$ cat config.mk
export PLATFORM = sky130hd
export DESIGN_NAME = bcd_scan_counter
export DESIGN_NICKNAME = d
export VERILOG_FILES = /design/src/rtl/bcd_scan_counter.sv
export SDC_FILE = /design/constraint.sdc
export NUM_CORES = 1
export LEC_CHECK = 0
export ABC_AREA = 1
export ABC_CLOCK_PERIOD_IN_PS = 5400
export CAP_MARGIN = 20
export CORE_UTILIZATION = 45
export DETAILED_ROUTE_END_ITERATION = 16
export PLACE_DENSITY = 0.65
export SLEW_MARGIN = 10
export SYNTH_ARGS = -nofsm -noshare
export SYNTH_HDL_FRONTEND = slang
export SYNTH_SLANG_ARGS = --single-unit
$ cat constraint.sdc
create_clock -name clk_50mhz -period 5.4 [get_ports clk_50mhz]
set_input_delay 1.08 -clock clk_50mhz [delete_from_list [all_inputs] [get_ports clk_50mhz]]
set_output_delay 1.08 -clock clk_50mhz [all_outputs]
set_load 0.01 [all_outputs]
$ cat src/rtl/bcd_scan_counter.sv
// N-digit BCD up/down counter driving a multiplexed active-low 7-segment display; ticks and scan steps are clock enables.
// Define BCD_SCAN_LEADING_ZERO_BLANK_EN to blank leading zero digits (digit 0 always shown).
module bcd_scan_counter #(
    parameter int CLK_HZ  = 50000000,
    parameter int TICK_HZ = 100,
    parameter int SCAN_HZ = 1000,
    parameter int DIGITS  = 4
) (
    input  logic                  clk_50mhz,
    input  logic                  rst,
    input  logic                  en,
    input  logic                  up_dn,
    input  logic                  clr,
    input  logic                  hold,
    output logic [DIGITS-1:0]     sel,
    output logic [6:0]            seg,
    output logic [4*DIGITS-1:0]   count_bcd,
    output logic                  wrap
);

    localparam int TICK_DIV = CLK_HZ / TICK_HZ;
    localparam int SCAN_DIV = CLK_HZ / SCAN_HZ;
    localparam int TW       = $clog2(TICK_DIV);
    localparam int SW       = $clog2(SCAN_DIV);
    localparam int IW       = (DIGITS > 1) ? $clog2(DIGITS) : 1;
    localparam int CW       = 4 * DIGITS;

    logic [TW-1:0]     tdiv_q, tdiv_d;
    logic [SW-1:0]     sdiv_q, sdiv_d;
    logic [IW-1:0]     idx_q, idx_d;
    logic [CW-1:0]     count_q, count_d;
    logic [CW-1:0]     disp_q, disp_d;
    logic              wrap_q, wrap_d;
    logic [DIGITS-1:0] sel_q, sel_d;
    logic [6:0]        seg_q, seg_d;

    logic              tick;
    logic              scan_step;
    logic [CW-1:0]     count_step;
    logic              carry;
    logic [3:0]        dig;
    logic [3:0]        cur_dig;
    logic              blank;
    logic              zero_run;

    function automatic logic [6:0] seg_enc(input logic [3:0] v);
        case (v)
            4'd0:    seg_enc = 7'b0000001;
            4'd1:    seg_enc = 7'b1001111;
            4'd2:    seg_enc = 7'b0010010;
            4'd3:    seg_enc = 7'b0000110;
            4'd4:    seg_enc = 7'b1001100;
            4'd5:    seg_enc = 7'b0100100;
            4'd6:    seg_enc = 7'b0100000;
            4'd7:    seg_enc = 7'b0001111;
            4'd8:    seg_enc = 7'b0000000;
            4'd9:    seg_enc = 7'b0001100;
            default: seg_enc = 7'b1111111;
        endcase
    endfunction

    always_comb begin
        tick      = (tdiv_q == TW'(TICK_DIV - 1));
        scan_step = (sdiv_q == SW'(SCAN_DIV - 1));
        tdiv_d    = tick ? '0 : tdiv_q + TW'(1);
        sdiv_d    = scan_step ? '0 : sdiv_q + SW'(1);
        idx_d     = idx_q;
        if (scan_step) begin
            idx_d = (idx_q == IW'(DIGITS - 1)) ? '0 : idx_q + IW'(1);
        end
    end

    // Ripple the +1/-1 through the digits; carry out of the top digit is a full-range wrap.
    always_comb begin
        count_step = count_q;
        carry      = 1'b1;
        dig        = '0;
        for (int k = 0; k < DIGITS; k++) begin
            dig = count_q[4*k +: 4];
            if (carry) begin
                if (up_dn) begin
                    if (dig == 4'd9) begin
                        count_step[4*k +: 4] = 4'd0;
                    end else begin
                        count_step[4*k +: 4] = dig + 4'd1;
                        carry = 1'b0;
                    end
                end else begin
                    if (dig == 4'd0) begin
                        count_step[4*k +: 4] = 4'd9;
                    end else begin
                        count_step[4*k +: 4] = dig - 4'd1;
                        carry = 1'b0;
                    end
                end
            end
        end

        count_d = count_q;
        wrap_d  = 1'b0;
        if (clr) begin
            count_d = '0;
        end else if (tick && en) begin
            count_d = count_step;
            wrap_d  = carry;
        end
        disp_d = hold ? disp_q : count_q;
    end

    // Digit select and segment pattern are both derived from the same index so they move together.
    always_comb begin
        cur_dig  = '0;
        blank    = 1'b0;
        zero_run = 1'b1;
        for (int k = DIGITS - 1; k >= 0; k--) begin
            zero_run = zero_run && (disp_q[4*k +: 4] == 4'd0);
            if (idx_q == IW'(k)) begin
                cur_dig = disp_q[4*k +: 4];
`ifdef BCD_SCAN_LEADING_ZERO_BLANK_EN
                blank = (k > 0) && zero_run;
`endif
            end
        end
        sel_d = ~({{(DIGITS-1){1'b0}}, 1'b1} << idx_q);
        seg_d = blank ? 7'b1111111 : seg_enc(cur_dig);
    end

    always_ff @(posedge clk_50mhz) begin
        if (rst) begin
            tdiv_q  <= '0;
            sdiv_q  <= '0;
            idx_q   <= '0;
            count_q <= '0;
            disp_q  <= '0;
            wrap_q  <= 1'b0;
            sel_q   <= ~{{(DIGITS-1){1'b0}}, 1'b1};
            seg_q   <= 7'b0000001;
        end else begin
            tdiv_q  <= tdiv_d;
            sdiv_q  <= sdiv_d;
            idx_q   <= idx_d;
            count_q <= count_d;
            disp_q  <= disp_d;
            wrap_q  <= wrap_d;
            sel_q   <= sel_d;
            seg_q   <= seg_d;
        end
    end

    assign sel       = sel_q;
    assign seg       = seg_q;
    assign count_bcd = count_q;
    assign wrap      = wrap_q;

endmodule
Word-level counts from Yosys, hierarchy flattened
Memories as Yosys holds them, arrays and structs flattened. A register that Yosys moved wholly into a read port is not among the register bits. Cells that the tools add are included.

Register bits: 74. Memory bits (read-only): 112. Input port bits: 6. Output and inout bits: 28. Word-level logic and storage cells: 79. Memories kept: 1.

Add/sub/neg operators: 11. Equal/unequal tests: 9. Shifts and indexed selects: 1. Multiplexer cells: 31. Bitwise gates (word level): 3. Reduce and logical (&&, ||, !) cells: 13.

Memories: (no name shown) (depth 16, bits a word 7, read ports 1, clocked after memory_dff 1, wr ports 0, line 47) `case (v)`.

Operators by type and width (count): $mux 4 (16); $add 19x1->19 const B (1); $eq 19x19->1 const B (1); $add 16x1->16 const B (1); $add 4x1->4 const B (4); $eq 16x16->1 const B (1); $eq 4x4->1 const B (4); $logic_not 4->1 (4); $sub 4x1->4 const B (4); $mux 1 (14); $reduce_and 2->1 (3); $reduce_or 2->1 (3); $eq 2x2->1 const B (2); $not 4->4 (1); $reduce_or 4->1 (1); $shl 1x2->4 const A (1); $add 2x1->2 const B (1); $eq 2x1->1 const B (1); $logic_not 2->1 (1); $mux 2 (1); $not 1->1 (2); $logic_and 1x1->1 (1).

Depth between registers and ports, before layout
Gate-level depths: netlist of run 1.

Word-level depth: 7. Gate-level depth with buffers: 13.

Least setup slack after synthesis of run 1
Ideal clock, no wire load.

Path kind: input -> register. From: input port rst. To: register count_q[10], in the netlist count_bcd[10]. Arrival: 1.875 ns. Required time: 5.330 ns. Slack: 3.455 ns. Cell stages on the path: 5. Cells stage by stage: buf_2 -> nor2_1 -> inv_1 -> dlymetal6s2s_1 -> a21oi_1.

Cells in the longest elaborated chain, start to end: 1.

Ends and longest elaborated chain: start, declared (line 10) `input logic rst,`; $reduce_or 2->1 (no line); end signal, assigned (line 142) `count_q <= count_d;`; end, declared (line 31) `logic [CW-1:0] count_q, count_d;`.

Every way passes these cells. A chain may end at the register's enable or synchronous reset.

Final worst setup path of run 1
From: input port up_dn. To: register count_q[8], in the netlist count_bcd[8].

Cells in the longest elaborated chain, start to end: 3.

Ends and longest elaborated chain: start, declared (line 12) `input logic up_dn,`; $mux 1 (line 81) `if (up_dn) begin`; $mux 1 (line 80) `if (carry) begin`; $reduce_and 2->1 (no line).

Several ways; a longest one is shown, not always the timed one.

==> impl_metrics.csv, run 1 <==
group,metric,value,unit
run_status,outcome,"complete, no violations",
floorplan,core_area,9280,µm²
cells_and_area,areaGrowthSynthToFinish,13.8,%
worst_setup_path,cp_slowest_cell,"clkdlybuf4s50_1",
synth,ys_seq_area_share,37.6,%
sta,setup_violations,0,
floorplan,die_x,99.9,µm
sta,tightest_slew,0.594,ns
sta,finalCritPeriodShare,51.9,%
placed_design,io_buffers,33,
floorplan,die_h,99.9,µm
sta,fin_crit,2.80,ns
synth,synth-main-ff-cell,"dfxtp_1",
clocking,root_buffer,"clkbuf_8",
floorplan,rows,35,
global_routing,grt_pass1_vias,3680,
synth,syn_area,4310,µm²
clocking,cts.sinks,81,
sta,maxSlewHeadroom,60.4,%
cells_and_area,nets,687,
worst_setup_path,endpoint_kind,"flip-flop",
worst_setup_path,crit_path_max_incr_delay,0.80,ns
clocking,insertion_delay,0.36,ns
synth,yosysTopAreaCell,"dfxtp_1",
placed_design,place_hpwl,7030,µm
routing,wl,9510,µm
cells_and_area,layout-drive-gt1-share,7.12,%
routing,ant_nets,0,
global_routing,antenna_found_initial,0,
synth,synth_top_area_share,37.6,%
routing,avgViaCountPerCell,5.04,
routing,vias,4049,
floorplan,dieArea,9980,µm²
routing,drtPass1Iterations,4,
synth,syn_inst,639,
clocking,cts_buffer_depth,2,
clocking,cts_max_level,3,
synth,avgSynthCellArea,6.75,µm²
worst_setup_path,worst-setup-path-type,"input pin to flip-flop",
power_and_ir_drop,leakagePower,0.00198,µW
sta,clock_skew,0.0137,ns
sta,tns,0,ns
clocking,cts-buffers-inserted,9,
min_path,hold_path.class,"flip-flop to flip-flop",
power_and_ir_drop,power.density,223,nW/µm²
power_and_ir_drop,vdd_drop_max,0.110,mV
synth,synth.top_cells.by_area,"dfxtp_1, nand2_1, nand3_1, a21oi_1, inv_1",
clocking,holdBufCountCts,0,
clocking,cts_setup_buffers,0,
synth,ys.warnings.count,0,
global_routing,grt_max_degree,29,
worst_setup_path,cp-start-kind,"input pin",
sta,rsz0062_at_grt,"no",
sta,holdWs,0.457,ns
clocking,clk_pin_slew,0.09,ns
synth,yosys_register_bits,81,
worst_setup_path,arrival,3.04,ns
global_routing,track_usage,20.1,%
floorplan,ioPinCount,34,
global_routing,grt_pass1_wl,16200,µm
synth,postSynthNetCount,657,
floorplan,initial_core_util,46.5,%
cells_and_area,fin_area,4910,µm²
cells_and_area,fin_util,52.9,%
power_and_ir_drop,total_power,1100,µW
placed_design,placed_cell_area,4730,µm²
clocking,cts_tree,"done",
routing,drt_iter0_markers,151,
sta,hold_violations,0,
synth,async_flop_share,0,%
flow_run,max_cap_viol_count,0,
placed_design,gp_congestion,0.910,
routing,drc_errors,0,
clocking,cts_resized,0,
global_routing,grt_overflow,0,
sta,fmaxAchievable,357,MHz
synth,synth.distinct_cells,39,
worst_setup_path,cp_cell_sequence,"clkdlybuf4s50_1, inv_1, o21ai_1, nand3_2, inv_1, nand2_1, nand2_1, a21oi_1",
synth,synth-edff-count,0,
sta,slew_viol_final,0,
worst_setup_path,crit_path_max_fanout,14,
worst_setup_path,critPathRequiredTime,5.64,ns
cells_and_area,antenna-diode-count,0,
routing,wl_per_cell,11.8,µm
## stage by stage
step	setup slack (ns)	std cells
after global placement	2.34	787
after CTS	2.64	803
after floorplan	3.45	639
after detailed placement	2.26	787
after global routing	2.46	803
final	2.60	803
## sequential cells by signal (all words and copies together), names as in the netlist
| register | cells |
|---|---|
| tdiv_q | 19 |
| count_bcd | 16 |
| disp_q | 16 |
| sdiv_q | 16 |
| seg | 7 |
| sel | 4 |
| idx_q | 2 |
| wrap | 1 |
## power by group
group | total, µW | internal, µW | switching (µW)
logic | 62.0 | 22.8 | 39.2
registers | 616 | 610 | 6.49
clock network | 419 | 175 | 244
total | 1100 | 807 | 290
## cells in the final DEF (no fill, tap or decap), types with 2 or more instances in the layout
| cell | n |
|---|---|
| nand3b_1 | 4 |
| a21oi_1 | 58 |
| clkbuf_8 | 9 |
| inv_2 | 6 |
| o21ai_1 | 4 |
| nor2_1 | 68 |
| nor2_2 | 7 |
| dfxtp_1 | 81 |
| nand2_1 | 147 |
| o211ai_1 | 2 |
| nor3_2 | 2 |
| nand2_2 | 3 |
| nand3_1 | 62 |
| nor2_4 | 4 |
| clkdlybuf4s50_1 | 33 |
| inv_1 | 76 |
| o21ai_0 | 36 |
| nand3_2 | 2 |
| clkinvlp_4 | 2 |
| clkinv_1 | 3 |
| or2_2 | 2 |
| nor3_1 | 18 |
| inv_6 | 2 |
| ha_1 | 12 |
| nand4_1 | 10 |
| clkinv_4 | 2 |
| xor2_1 | 7 |
## cell type report
class	instances	area (µm²)
repair buffers	33	330
well taps	129	161
clock buffers	9	124
inverters	85	319
fillers	906	4370
flip-flops and latches	81	1620
multi-input cells	459	2290
clock inverters	7	61.3
## cell usage after synthesis, types with 3 or more instances
| master | instances |
|---|---|
| nand2_1 | 147 |
| dfxtp_1 | 81 |
| inv_1 | 76 |
| nor2_1 | 68 |
| nand3_1 | 62 |
| a21oi_1 | 58 |
| o21ai_0 | 36 |
| nor3_1 | 18 |
| ha_1 | 12 |
| nand4_1 | 10 |
| nor2_2 | 7 |
| xor2_1 | 7 |
| inv_2 | 6 |
| buf_2 | 5 |
| clkbuf_1 | 5 |
| nand3b_1 | 4 |
| nor2_4 | 4 |
| o21ai_1 | 4 |
| clkinv_1 | 3 |
| nand2_2 | 3 |
## layer usage
metal | part of all wire (%) | GRT usage [%]
met2 | 47 | 33.9
met5 | 0 | 0
met1 | 47 | 25.4
met4 | 2.4 | 9.73
met3 | 3.5 | 2.65
## logic make-up (layout without fill, tap and decap cells)
family,Yosys count,in the layout,synth area share [%]
DFF,81,81,37.6
and+or+nand+nor,337,337,36.0
buffers and inverters,99,134,9.25
AOI/OAI and AO/OA,102,102,12.0
adders and majority gates,12,12,3.48
xor gates and xnor gates,8,8,1.62
## critical path, delay by kind of cell
| family | cells | cell delay (ns) |
|---|---|---|
| simple gates | 3 | 0.35 |
| compound gates | 2 | 0.28 |
| buf+inv | 3 | 1.31 |
## worst paths after layout
path | from | endpoint | slack (ns) | cells past startpoint
max | up_dn | count_bcd[8] | 2.60 | 8
min | sdiv_q[0] | sdiv_q[0] | 0.46 | 1
max reg2reg | idx_q[0] | seg[3] | 3.27 | 12
min reg2reg | sdiv_q[0] | sdiv_q[0] | 0.46 | 1
Power figures use the tool's default switching activity.
==> run 2: changes to the inputs <==
--- a/config.mk
+++ b/config.mk
@@ -6,7 +6,7 @@
 export NUM_CORES = 1
 export LEC_CHECK = 0
 export ABC_AREA = 1
-export ABC_CLOCK_PERIOD_IN_PS = 5400
+export ABC_CLOCK_PERIOD_IN_PS = 2900
 export CAP_MARGIN = 20
 export CORE_UTILIZATION = 45
 export DETAILED_ROUTE_END_ITERATION = 16
==> constraint.sdc (replaced) <==
create_clock -name clk_50mhz -period 2.9 [get_ports clk_50mhz]
set_input_delay 0.58 -clock clk_50mhz [delete_from_list [all_inputs] [get_ports clk_50mhz]]
set_output_delay 0.58 -clock clk_50mhz [all_outputs]
set_load 0.01 [all_outputs]
==> run 2 against run 1 <==
Flip-flop and latch count did not move. Worst hold slack improved by 0.0079 ns. Clock-buffer cell count did not move. Sequential power increased by 87%. Register-to-register slack lost 2.5 ns. Core utilization is 0.39 points higher. Largest cell class unchanged.
==> impl_metrics.csv, run 2 (same netlist as run 1, synthesis figures left out) <==
group,metric,value,unit
worst_setup_path,critical-path-top-delay-family,"simple AND/OR/NAND/NOR gates",
power_and_ir_drop,vdd_drop_max,0.227,mV
clocking,cts.sinks,81,
worst_setup_path,cp-start-kind,"flip-flop",
cells_and_area,fin_area,4950,µm²
routing,drt_iter0_markers,174,
floorplan,core_area,9280,µm²
power_and_ir_drop,total_power,2030,µW
global_routing,grt_max_degree,29,
sta,fin_crit,2.11,ns
power_and_ir_drop,combPwrFrac,6.0,%
power_and_ir_drop,clkPwrFrac,37.5,%
clocking,cts-buffers-inserted,9,
global_routing,antenna_found_initial,0,
worst_setup_path,worst-setup-path-type,"flip-flop to flip-flop",
clocking,insertion_delay,0.36,ns
clocking,cts_max_level,3,
placed_design,placed_cell_area,4770,µm²
routing,wl_met1,4460,µm
routing,drc_errors,0,
cells_and_area,antenna-diode-count,0,
clocking,cts_resized,0,
sta,clock_skew,0.0129,ns
sta,tns,0,ns
worst_setup_path,crit_path_max_fanout,6,
power_and_ir_drop,p_seq_share,56.4,%
sta,tightest_slew,0.437,ns
min_path,hold_path.class,"flip-flop to flip-flop",
cells_and_area,largest_register_ffs,19,
floorplan,ioPinCount,34,
routing,vias,4071,
worst_setup_path,critPathRequiredTime,3.16,ns
routing,dr_wl_met3,358,µm
routing,routed-wl-met2,4680,µm
global_routing,grt_pass1_vias,3820,
clocking,holdBufCountCts,0,
run_status,outcome,"complete, no violations",
cells_and_area,areaGrowthSynthToFinish,14.7,%
power_and_ir_drop,power.density,411,nW/µm²
flow_run,max_cap_viol_count,0,
worst_setup_path,endpoint_kind,"flip-flop",
cells_and_area,layout-drive-gt1-share,7.94,%
floorplan,initial_core_util,46.5,%
sta,finalCritPeriodShare,72.6,%
worst_setup_path,cp.buffers_inverters,3,
cells_and_area,nets,693,
routing,routed.top_layer,"met4",
cells_and_area,mostFrequentLayoutCells,"nand2_1, dfxtp_1, inv_1",
global_routing,grt_pass1_wl,16700,µm
clocking,cts_buffer_depth,2,
power_and_ir_drop,intPower,1500,µW
clocking,cts_tree,"done",
floorplan,dieArea,9980,µm²
sta,hold_violations,0,
power_and_ir_drop,p_sw_share,26.2,%
cells_and_area,fin_cells,809,
routing,wl_per_cell,11.9,µm
power_and_ir_drop,switchingPower,533,µW
clocking,root_buffer,"clkbuf_8",
placed_design,place_hpwl,7050,µm
worst_setup_path,cp_slowest_cell,"dfxtp_1",
sta,rsz0062_at_grt,"no",
sta,maxSlewHeadroom,70.7,%
worst_setup_path,cp_cell_sequence,"inv_1, ha_1, inv_1, nand3_1, nand2_1, nand2_1, nand2_1, inv_1, ha_1, nand3b_1, nand3_1, a21oi_1",
floorplan,die_x,99.9,µm
cells_and_area,top_register,"tdiv_q",
worst_setup_path,arrival,2.37,ns
floorplan,die_h,99.9,µm
routing,avgViaCountPerCell,5.03,
floorplan,rows,35,
routing,ant_nets,0,
global_routing,track_usage,20.7,%
power_and_ir_drop,leakagePower,0.00201,µW
sta,setup_violations,0,
cells_and_area,final_common_cell,"nand2_1",
global_routing,grt_overflow,0,
worst_setup_path,crit_path_max_incr_delay,0.40,ns
placed_design,placed_cells,793,
placed_design,gp_congestion,0.881,
routing,wl,9610,µm
sta,slew_viol_final,0,
placed_design,io_buffers,33,
routing,drtPass1Iterations,5,
clocking,cts_setup_buffers,0,
sta,fmaxAchievable,475,MHz
clocking,clk_pin_slew,0.09,ns
-- run 2: power by group through the flow --
stage	sequential, µW	combinational [µW]	clock [µW]
2_1_floorplan	1170	77.5	0
3_3_place_gp	1170	120	0
3_5_place_dp	1170	121	0
4_1_cts	1150	123	790
5_1_grt	1150	140	842
6_report	1150	123	764
-- run 2: worst reg2reg max path: stages (launching register included) --
cell	delay, ns
dfxtp_1	0.40
inv_1	0.08
ha_1	0.25
inv_1	0.15
nand3_1	0.09
nand2_1	0.09
nand2_1	0.06
nand2_1	0.11
inv_1	0.11
ha_1	0.30
nand3b_1	0.19
nand3_1	0.11
a21oi_1	0.07
-- run 2: cell type report --
type                       count  area (µm²)
clock buffer                   9         124
tap                          129         161
fill                         941        4340
multi-input combinational    459        2290
sequential                    81        1620
inverter                      85         319
timing repair buffer          39         375
clock inverter                 7        52.6
-- run 2: per-stage QoR --
stage	setup slack, ns	util (%)	hold slack, ns
CTS	0.792	53.3	0.464
detailed placement	0.680	51.4	0.439
floorplan	1.06	-	0.417
global route	0.588	53.3	0.474
global placement	0.734	51.4	0.431
finish	0.795	53.3	0.464
-- run 2: final timing paths --
path              start    endpoint  slack, ns  depth (start not counted)
min reg2reg  sdiv_q[13]  sdiv_q[13]       0.46                          2
max reg2reg    idx_q[0]      seg[3]       0.79                         12
min          sdiv_q[13]  sdiv_q[13]       0.46                          2
max            idx_q[0]      seg[3]       0.79                         12
-- run 2: layer usage --
metal  vias to the layer above  global-route usage, %
li1                       2136                      -
met1                      1826                   25.7
met2                        95                   35.4
met3                        14                   4.74
met4                         0                   7.35
met5                         -                      0
==> run 3: changes to the inputs <==
--- a/config.mk
+++ b/config.mk
@@ -6,11 +6,11 @@
 export NUM_CORES = 1
 export LEC_CHECK = 0
 export ABC_AREA = 1
-export ABC_CLOCK_PERIOD_IN_PS = 2900
+export ABC_CLOCK_PERIOD_IN_PS = 1800
 export CAP_MARGIN = 20
 export CORE_UTILIZATION = 45
 export DETAILED_ROUTE_END_ITERATION = 16
-export PLACE_DENSITY = 0.65
+export PLACE_DENSITY = 0.68
 export SLEW_MARGIN = 10
 export SYNTH_ARGS = -nofsm -noshare
 export SYNTH_HDL_FRONTEND = slang
==> constraint.sdc (replaced) <==
create_clock -name clk_50mhz -period 1.8 [get_ports clk_50mhz]
set_input_delay 0.36 -clock clk_50mhz [delete_from_list [all_inputs] [get_ports clk_50mhz]]
set_output_delay 0.36 -clock clk_50mhz [all_outputs]
set_load 0.01 [all_outputs]
==> run 3 against run 2 <==
Sequential power grew 61%. First-iteration DRC count grew 4.6%. Clock skew rose by 0.0041 ns. Final cell count grew 2.8%. Core utilization up 3.4 points. Largest cell class unchanged. Largest power group unchanged.
==> impl_metrics.csv, run 3 (same netlist as run 1, synthesis figures left out) <==
group,metric,value,unit
worst_setup_path,critPathRequiredTime,1.44,ns
power_and_ir_drop,leakagePower,0.00213,µW
clocking,cts_buffer_depth,2,
sta,clock_skew,0.0170,ns
cells_and_area,fin_util,56.7,%
clocking,clk_pin_slew,0.10,ns
power_and_ir_drop,intPower,2580,µW
cells_and_area,final_common_cell,"nand2_1",
sta,fin_crit,1.74,ns
routing,avgViaCountPerCell,5.09,
clocking,cts_setup_buffers,0,
cells_and_area,fin_area,5260,µm²
placed_design,dp_slack,-0.0753,ns
global_routing,grt_overflow,0,
placed_design,io_buffers,33,
clocking,cts.sinks,81,
global_routing,gr-usage-met1,25.6,%
worst_setup_path,crit_path_max_incr_delay,0.57,ns
routing,drt_iter0_markers,182,
global_routing,top_usage_layer,"met2",
run_status,outcome,"complete, no violations",
worst_setup_path,endpoint_kind,"output pin",
routing,drc_errors,0,
cells_and_area,antenna-diode-count,0,
clocking,holdBufCountCts,0,
worst_setup_path,worst-setup-path-type,"flip-flop to output pin",
min_path,hold_path.class,"flip-flop to flip-flop",
sta,hold_violations,0,
routing,wl,9870,µm
routing,wl_per_cell,11.9,µm
cells_and_area,areaGrowthSynthToFinish,22.0,%
cells_and_area,nets,716,
worst_setup_path,crit_path_max_fanout,5,
floorplan,initial_core_util,46.5,%
global_routing,grt_pass1_vias,3873,
sta,maxSlewHeadroom,77.5,%
power_and_ir_drop,vdd_drop_max,0.382,mV
power_and_ir_drop,switchingPower,893,µW
power_and_ir_drop,p_seq_share,53.2,%
worst_setup_path,cp_cell_sequence,"clkdlybuf4s50_1",
global_routing,met3_usage,2.99,%
placed_design,gp_congestion,0.880,
worst_setup_path,cp.buffers_inverters,1,
worst_setup_path,cp-start-kind,"flip-flop",
cells_and_area,mostFrequentLayoutCells,"nand2_1, dfxtp_1, inv_1",
worst_setup_path,cp_slowest_cell,"clkdlybuf4s50_1",
global_routing,grt_max_degree,29,
sta,setup_violations,0,
sta,tightest_slew,0.335,ns
placed_design,placed_cell_area,4940,µm²
sta,setup_slack,0.0552,ns
sta,holdWs,0.449,ns
floorplan,dieArea,9980,µm²
power_and_ir_drop,combPwrFrac,6.7,%
worst_setup_path,critical-path-top-delay-family,"buffers and inverters",
clocking,insertion_delay,0.37,ns
power_and_ir_drop,clkPwrFrac,40.2,%
cells_and_area,layout-drive-gt1-share,15.2,%
flow_run,max_cap_viol_count,0,
floorplan,die_h,99.9,µm
power_and_ir_drop,total_power,3470,µW
clocking,cts_max_level,3,
routing,vias,4235,
floorplan,ioPinCount,34,
worst_setup_path,arrival,1.38,ns
clocking,cts_tree,"done",
sta,finalCritPeriodShare,96.9,%
sta,slew_viol_final,0,
placed_design,place_hpwl,7330,µm
cells_and_area,largest_register_ffs,19,
clocking,cts-buffers-inserted,9,
global_routing,antenna_found_initial,0,
floorplan,die_x,99.9,µm
clocking,root_buffer,"clkbuf_8",
routing,ant_nets,0,
global_routing,track_usage,20.7,%
power_and_ir_drop,p_sw_share,25.7,%
sta,fmaxAchievable,573,MHz
cells_and_area,top_register,"tdiv_q",
global_routing,met2_usage,35.9,%
routing,drtPass1Iterations,6,
power_and_ir_drop,power.density,660,nW/µm²
sta,rsz0062_at_grt,"yes",
floorplan,core_area,9280,µm²
global_routing,grt_pass1_wl,16700,µm
floorplan,rows,35,
-- run 3: changes by cell type in the layout (fill, tap and decap cells not counted), sizes merged --
| cell | change |
|---|---|
| buf | +22 |
| bufinv | +1 |
| clkinv | -1 |
| clkinvlp | +1 |
| inv | -1 |
| nor2 | +1 |
-- run 3: timing repair --
action,in CTS,in global routing
resized for setup,3,36
gates cloned,0,1
pin swaps,0,7
endpoints found under the setup margin,7,13
-- run 3: power groups by stage --
| stage | logic, µW | registers, µW | clock network, µW |
|---|---|---|---|
| after floorplan | 125 | 1890 | 0 |
| after global placement | 215 | 1890 | 0 |
| after detailed placement | 220 | 1890 | 0 |
| after CTS | 221 | 1850 | 1430 |
| after global routing | 259 | 1850 | 1510 |
| final | 231 | 1850 | 1400 |
-- run 3: final timing paths --
path	startpoint	endpoint	slack, ns	cells after the start
setup / recovery	count_bcd[10]	count_bcd[10]	0.06	1
hold / removal	sdiv_q[0]	sdiv_q[0]	0.45	1
setup reg to reg	idx_q[0]	seg[2]	0.10	13
hold reg to reg	sdiv_q[0]	sdiv_q[0]	0.45	1
-- run 3: worst register-to-register path: cells and delay by family (launching register included) --
family,cells,cell delay (ns)
AO/OA/AOI/OAI,1,0.13
buffers and inverters,4,0.32
flip-flops,1,0.40
AND/OR/NAND/NOR,6,0.44
adder cells (fa/ha/maj),2,0.39
-- run 3: area by class of cell --
| cell class | count | area (µm²) |
|---|---|---|
| clock inverter | 7 | 78.8 |
| clock buffer | 9 | 124 |
| multi-input combinational | 460 | 2400 |
| timing repair buffer | 61 | 541 |
| inverter | 85 | 327 |
| tap | 129 | 161 |
| sequential | 81 | 1630 |
| fill | 891 | 4020 |
-- run 3: metal layers --
layer / routed length, µm / part of all wire, % / up-vias
li1: - / - / 2200
met5: 0 / 0 / -
met4: 250 / 2.5 / 0
met3: 443 / 4.5 / 23
met2: 4720 / 48 / 107
met1: 4450 / 45 / 1905
-- run 3: per-stage QoR --
step | instances | TNS [ns]
after floorplan | 639 | 0
after global placement | 815 | 0
after detailed placement | 815 | -0.433
after CTS | 831 | 0
after global routing | 832 | -0.0863
final | 832 | 0
